### src/rtl/uart_seg_pkg.sv
// Shared constants, buffer entry type and byte classifier for the UART-driven
// seven-segment scanner.
package uart_seg_pkg;

  localparam logic [7:0] BS  = 8'h08;
  localparam logic [7:0] ESC = 8'h1B;
  localparam logic [7:0] CR  = 8'h0D;
  localparam logic [7:0] LF  = 8'h0A;
  localparam logic [7:0] DOT = 8'h2E;

  localparam logic [7:0] SEG_BLANK = 8'hFF;
  localparam logic [7:0] EN_OFF    = 8'hFF;

  // Active-low g..a patterns, index = nibble value
  localparam logic [15:0][6:0] SEG_LUT = {
    7'h0E, 7'h06, 7'h21, 7'h46, 7'h03, 7'h08, 7'h10, 7'h00,
    7'h78, 7'h02, 7'h12, 7'h19, 7'h30, 7'h24, 7'h79, 7'h40
  };

  typedef struct packed {
    logic       vld;
    logic [3:0] nib;
    logic       dp;
  } seg_ent_t;

  typedef enum logic [2:0] {
    CMD_NONE,
    CMD_HEX,
    CMD_DOT,
    CMD_BS,
    CMD_ESC,
    CMD_BAD
  } cmd_e;

  function automatic cmd_e classify(logic [7:0] c);
    cmd_e r;
    if ((c >= 8'h30 && c <= 8'h39) || (c >= 8'h41 && c <= 8'h46) ||
        (c >= 8'h61 && c <= 8'h66))
      r = CMD_HEX;
    else if (c == DOT)
      r = CMD_DOT;
    else if (c == BS)
      r = CMD_BS;
    else if (c == ESC)
      r = CMD_ESC;
    else if (c == CR || c == LF)
      r = CMD_NONE;
    else
      r = CMD_BAD;
    return r;
  endfunction

  // Letters share the low nibble layout 1..6 for A..F / a..f
  function automatic logic [3:0] hex_nib(logic [7:0] c);
    logic [3:0] r;
    if (c <= 8'h39) r = c[3:0];
    else            r = c[3:0] + 4'd9;
    return r;
  endfunction

endpackage

### src/rtl/uart_seg_scan_if.sv
// Byte-stream input and scanned display outputs of uart_seg_scan.
interface uart_seg_scan_if;
  logic [7:0] rx_data;
  logic       rx_valid;
  logic [7:0] en;
  logic [7:0] seg_data;
  logic [3:0] digit_count;
  logic       char_err;

  modport master (
    output rx_data, rx_valid,
    input  en, seg_data, digit_count, char_err
  );

  modport slave (
    input  rx_data, rx_valid,
    output en, seg_data, digit_count, char_err
  );
endinterface

### src/rtl/uart_seg_scan_hex.sv
// Nibble to active-low seven-segment pattern lookup.
module seg_hex_decode
  import uart_seg_pkg::*;
(
  input  logic [3:0] i_nib,
  output logic [6:0] o_seg
);
  assign o_seg = SEG_LUT[i_nib];
endmodule

### src/rtl/uart_seg_scan.sv
// Scrolling 8-digit hex buffer fed by received ASCII bytes, time-multiplexed
// onto a shared active-low seven-segment bus with a blanking gap per slot.
module uart_seg_scan
  import uart_seg_pkg::*;
#(
  parameter int SCAN_DIV   = 50000,
  parameter int BLANK_CYC  = 500,
  parameter int LEAD_BLANK = 1
) (
  input  logic           clk,
  input  logic           rst,
  uart_seg_scan_if.slave bus
);

  localparam logic [15:0] PRE_MAX = 16'(SCAN_DIV - 1);
  localparam logic [15:0] BLANK   = 16'(BLANK_CYC);

  seg_ent_t [7:0] r_buf;
  logic [3:0]     r_cnt;
  logic           r_err;
  logic [15:0]    r_pre;
  logic [2:0]     r_idx;
  logic [7:0]     r_en;
  logic [7:0]     r_seg;

  cmd_e           w_cmd;
  seg_ent_t       w_ent;
  logic [6:0]     w_hex;
  logic [6:0]     w_pat;

  assign w_cmd = bus.rx_valid ? classify(bus.rx_data) : CMD_NONE;

  always_ff @(posedge clk) begin
    if (!rst) begin
      r_buf <= '0;
      r_cnt <= '0;
      r_err <= 1'b0;
    end else begin
      r_err <= (w_cmd == CMD_BAD);
      case (w_cmd)
        CMD_HEX: begin
          r_buf <= {r_buf[6:0], seg_ent_t'{1'b1, hex_nib(bus.rx_data), 1'b0}};
          if (r_cnt != 4'd8) r_cnt <= r_cnt + 4'd1;
        end
        CMD_DOT: r_buf[0].dp <= 1'b1;
        CMD_BS: begin
          // Empty buffer is left alone, so a lone dp on entry0 survives
          if (r_cnt != 4'd0) begin
            r_buf <= {seg_ent_t'('0), r_buf[7:1]};
            r_cnt <= r_cnt - 4'd1;
          end
        end
        CMD_ESC: begin
          r_buf <= '0;
          r_cnt <= '0;
        end
        default: ;
      endcase
    end
  end

  always_ff @(posedge clk) begin
    if (!rst) begin
      r_pre <= '0;
      r_idx <= '0;
    end else if (r_pre == PRE_MAX) begin
      r_pre <= '0;
      r_idx <= r_idx + 3'd1;
    end else begin
      r_pre <= r_pre + 16'd1;
    end
  end

  assign w_ent = r_buf[r_idx];

  seg_hex_decode u_hex (
    .i_nib (w_ent.nib),
    .o_seg (w_hex)
  );

  assign w_pat = w_ent.vld ? w_hex : ((LEAD_BLANK != 0) ? 7'h7F : SEG_LUT[0]);

  always_ff @(posedge clk) begin
    if (!rst) begin
      r_en  <= EN_OFF;
      r_seg <= SEG_BLANK;
    end else if (r_pre < BLANK) begin
      r_en  <= EN_OFF;
      r_seg <= SEG_BLANK;
    end else begin
      r_en  <= ~(8'd1 << r_idx);
      r_seg <= {~w_ent.dp, w_pat};
    end
  end

  assign bus.en          = r_en;
  assign bus.seg_data    = r_seg;
  assign bus.digit_count = r_cnt;
  assign bus.char_err    = r_err;

endmodule
### src/flat_wrapper.sv
// flat-port wrapper written by rule: the top's interface ports become plain ports
module uart_seg_scan_flat import uart_seg_pkg::*;
#(
  parameter int SCAN_DIV   = 50000,
  parameter int BLANK_CYC  = 500,
  parameter int LEAD_BLANK = 1
)
  (clk, rst, bus_rx_data, bus_rx_valid, bus_en, bus_seg_data, bus_digit_count, bus_char_err);
  uart_seg_scan_if bus_i ();
  input  logic clk;
  input  logic rst;
  input wire logic [$bits(bus_i.rx_data)-1:0] bus_rx_data;
  input wire logic [$bits(bus_i.rx_valid)-1:0] bus_rx_valid;
  output wire logic [$bits(bus_i.en)-1:0] bus_en;
  output wire logic [$bits(bus_i.seg_data)-1:0] bus_seg_data;
  output wire logic [$bits(bus_i.digit_count)-1:0] bus_digit_count;
  output wire logic [$bits(bus_i.char_err)-1:0] bus_char_err;
  assign bus_i.rx_data = bus_rx_data;
  assign bus_i.rx_valid = bus_rx_valid;
  assign bus_en = bus_i.en;
  assign bus_seg_data = bus_i.seg_data;
  assign bus_digit_count = bus_i.digit_count;
  assign bus_char_err = bus_i.char_err;
  uart_seg_scan #(.SCAN_DIV(SCAN_DIV), .BLANK_CYC(BLANK_CYC), .LEAD_BLANK(LEAD_BLANK)) u_core (.clk(clk), .rst(rst), .bus(bus_i));
endmodule
### config.mk
export PLATFORM = sky130hd
export DESIGN_NAME = uart_seg_scan_flat
export DESIGN_NICKNAME = d
export VERILOG_FILES = /design/src/rtl/uart_seg_pkg.sv /design/src/rtl/uart_seg_scan_if.sv /design/src/rtl/uart_seg_scan_hex.sv /design/src/rtl/uart_seg_scan.sv /design/src/flat_wrapper.sv
export SDC_FILE = /design/constraint.sdc
export NUM_CORES = 1
export LEC_CHECK = 0
export ABC_AREA = 1
export CAP_MARGIN = 0
export CORE_ASPECT_RATIO = 1.75
export CORE_MARGIN = 2
export CORE_UTILIZATION = 55
export CTS_CLUSTER_DIAMETER = 30
export CTS_CLUSTER_SIZE = 28
export DETAILED_ROUTE_END_ITERATION = 10
export PLACE_DENSITY = 0.77
export SLEW_MARGIN = 20
export SYNTH_ARGS = -nofsm -noshare
export SYNTH_HDL_FRONTEND = slang
export SYNTH_SLANG_ARGS = --single-unit
### constraint.sdc
create_clock -name clk -period 5.3 [get_ports clk]
set_input_delay 1.06 -clock clk [delete_from_list [all_inputs] [get_ports clk]]
set_output_delay 1.06 -clock clk [all_outputs]
set_load 0.01 [all_outputs]
==> impl_metrics.csv <==
group,metric,value,unit
outcome,status,"finished clean",
clock_tree,cts_htree_levels,3,
logic_synthesis,yosysSeqAreaShare,0.3551,
logic_synthesis,post_synth_inst_count,732,
grt,antenna_found_initial,0,
logic_synthesis,avgSynthCellArea,6.777,µm²
timing,clock_skew,0.009437,ns
timing,finalCritPeriodShare,0.7482,
timing,setup_viol,0,
logic_synthesis,synth_area,0.004961,mm²
worst_hold_path,hold_class,"flip-flop to flip-flop",
timing,setup_ws,1.334,ns
layout,fin_nets,777,
clock_tree,cts_buffers,9,
timing,fmax,252.2,MHz
clock_tree,clk_path_buf_depth,2,
floorplan,die_w,75.80,µm
clock_tree,cts_resized,0,
grt,grt_max_degree,53,
logic_synthesis,ys_ff_latch,88,
place,dpl_cell_area,0.005251,mm²
layout,num-fill-cells,806,
floorplan,initial_core_util,0.5685,
layout,instances_no_fill,867,
clock_tree,cts_tree,"done",
timing,grt_setup_unrepaired,"no",
layout,final_area,0.005578,mm²
critical_path,path_class,"input pin to flip-flop",
layout,mostFrequentLayoutCells,"nor2_1 (146), nand2_1 (104), inv_1 (88), dfxtp_1 (88), o21ai_0 (45)",
place,numPlacedInstances,851,
routing,drt_first_pass_iters,5,
power,peakVddDrop,0.0001834,V
critical_path,cp_slowest_cell,"nand2_4",
timing,hold_viol_final,0,
layout,layout.cells.most_common,"nor2_1",
critical_path,crit_fanout,52,
critical_path,r2r-start,"u_core.r_idx[1]",
routing,vias,4649,
clock_tree,clk_latency,0.35,ns
layout,final_core_util,0.6391,
routing,vias_per_cell,5.362,
logic_synthesis,synth.distinct_cells,42,
floorplan,num_rows,45,
worst_hold_path,min_to,"u_core.r_pre[0]",
worst_hold_path,hp-start,"u_core.r_pre[0]",
critical_path,cp_data_arrival_time,4.21,ns
power,seq_power_share,0.440,
layout,synthToLayoutAreaGrowth,12.43,%
routing,drt_first_iter_violations,202,
floorplan,dieArea,0.009826,mm²
clock_tree,cts_setup_buffers,0,
critical_path,cp.required,5.54,ns
timing,finalHoldWorstSlack,0.4642,ns
floorplan,io_pins,32,
worst_hold_path,holdPathStages,1,
logic_synthesis,syn_nets,764,
routing,drc,0,
routing,antenna_left,0,
timing,min_period,3.966,ns
power,finalPower,1.638,mW
critical_path,end_kind,"flip-flop",
place,io_buffers,31,
layout,drive_above_1_share,0.06133,
grt,grt_util_all_layers,0.2497,
routing,routedWlPerCell,13.25,µm
job,drv_cap,0,
power,leakage,2.341,nW
critical_path,crit_top_cell,"nand2_4",
place,routabilityCongestion,0.8550,
clock_tree,path_clk_slew,0.06,ns
logic_synthesis,ys_warn_count,0,
layout,n_antenna_cell,0,
timing,tns,0,ns
timing,drv_slew,0,
clock_tree,holdBufCountCts,0,
place,dp_hpwl,8.049,mm
critical_path,r2r_slack,2.34,ns
grt,grt_pass1_wl,19.21,mm
power,p_comb_frac,0.132,
power,internal_power,1.195,mW
grt,grt_pass1_vias,4478,
power,p_per_area,293.7,mW/mm²
floorplan,die_y,129.6,µm
critical_path,r2r-end,"u_core.bus.seg_data[3]",
critical_path,critPathLaunchType,"input pin",
power,power.switching,442.5,µW
routing,wirelength,11.49,mm
grt,overflow,0,
clock_tree,cts-root-buf,"clkbuf_16",
clock_tree,numClockSinks,88,
floorplan,coreArea,0.008727,mm²
critical_path,reg2reg_depth,11,
timing,tightest_slew,0.9069,ns
critical_path,cp_cell_sequence,"clkdlybuf4s50_1 -> inv_1 -> ha_1 -> inv_1 -> nor2_2 -> nand2_4 -> inv_2 -> nand3_2 -> nand2_4 -> inv_4 -> nand2_4 -> nand2_8 -> inv_4 -> nand2_1 -> nand2_1 -> nor2_1",
place,pre_cts_slack,1.033,ns
timing,slew_headroom,0.3935,
power,clockPowerShare,0.428,
critical_path,worst_path_largest_cell_delay,0.53,ns
power,netSwitchingFraction,0.2702,
cells in the mapped netlist (all sizes together):
master  number  area share
and3         2      0.0025
a31oi        2      0.0025
buf         17       0.027
nand2      114       0.098
nor4         2      0.0025
o21ai       88       0.089
a21oi       36       0.036
clkinv       2      0.0018
nor3        11       0.011
nor3b        2      0.0030
nor2       150        0.12
o21a         1      0.0015
or2          2      0.0025
ha          20       0.050
nand4        6       0.011
o211ai       9       0.014
dfxtp       88        0.36
nand3       32       0.036
xor2         3      0.0053
fa           1      0.0040
o22ai       29       0.037
a22oi        2      0.0030
clkbuf      15       0.011
o21ba        1      0.0020
a21boi       1      0.0015
a32oi        1      0.0018
inv         94       0.072
xnor2        1      0.0018
critical path: cells and delay by family:
kind	cells	cell delay (ns)
and+or+nand+nor	9	1.66
buffers and inverters	6	1.28
adders and majority gates	1	0.16
metal layers:
metal | global-route usage | up-vias | routed length, µm
met2 | 0.4721 | 95 | 6464
met5 | 0 | - | 0
li1 | - | 2406 | -
met3 | 0.03344 | 22 | 391
met4 | 0.1228 | 0 | 267
met1 | 0.2533 | 2126 | 4363
final cells by class:
cell class,instances,area (µm²),share of cell area
Multi-Input combinational cell,516,2644,0.4740
Sequential cell,88,1762,0.3158
Inverter,96,366.6,0.06572
Timing Repair Buffer,34,332.8,0.05967
Clock buffer,9,225.2,0.04038
Tap cell,117,146.4,0.02624
Clock inverter,7,101.3,0.01817
registers in the layout, summed over array words and instances, names as in the netlist:
name                    cells
u_core.bus.char_err         1
u_core.bus.digit_count      4
u_core.bus.en               8
u_core.bus.seg_data         8
u_core.r_buf               48
u_core.r_idx                3
u_core.r_pre               16
power by group through the flow:
stage	Sequential [mW]	Clock (mW)	Combinational (mW)
CTS	0.720	0.701	0.217
floorplan	0.730	0	0.173
global route	0.725	0.730	0.248
finish	0.721	0.700	0.217
detailed placement	0.735	0	0.215
global placement	0.733	0	0.209
cells by family after synthesis:
kind of cell | share of synthesized area
buffers and inverters | 0.1120
AO/OA/AOI/OAI | 0.1876
adder cells (fa/ha/maj) | 0.05448
flip-flops | 0.3551
XOR/XNOR | 0.007063
AND/OR/NAND/NOR | 0.2837
how the worst max path moves through the flow:
| stage | endpoint | startpoint | depth (start not counted) | slack, ns |
|---|---|---|---|---|
| 3_5_place_dp | u_core.r_buf[3] | bus_rx_data[0] | 16 | 1.03 |
| 6_report | u_core.r_buf[3] | bus_rx_data[0] | 16 | 1.33 |
| 3_3_place_gp | u_core.r_buf[3] | bus_rx_data[0] | 15 | 1.13 |
| 2_1_floorplan | u_core.bus.digit_count[1] | bus_rx_data[0] | 14 | 2.32 |
| 4_1_cts | u_core.r_buf[3] | bus_rx_data[0] | 15 | 1.37 |
| 5_1_grt | u_core.r_buf[3] | bus_rx_data[0] | 15 | 1.05 |
Power figures use the tool's default switching activity.
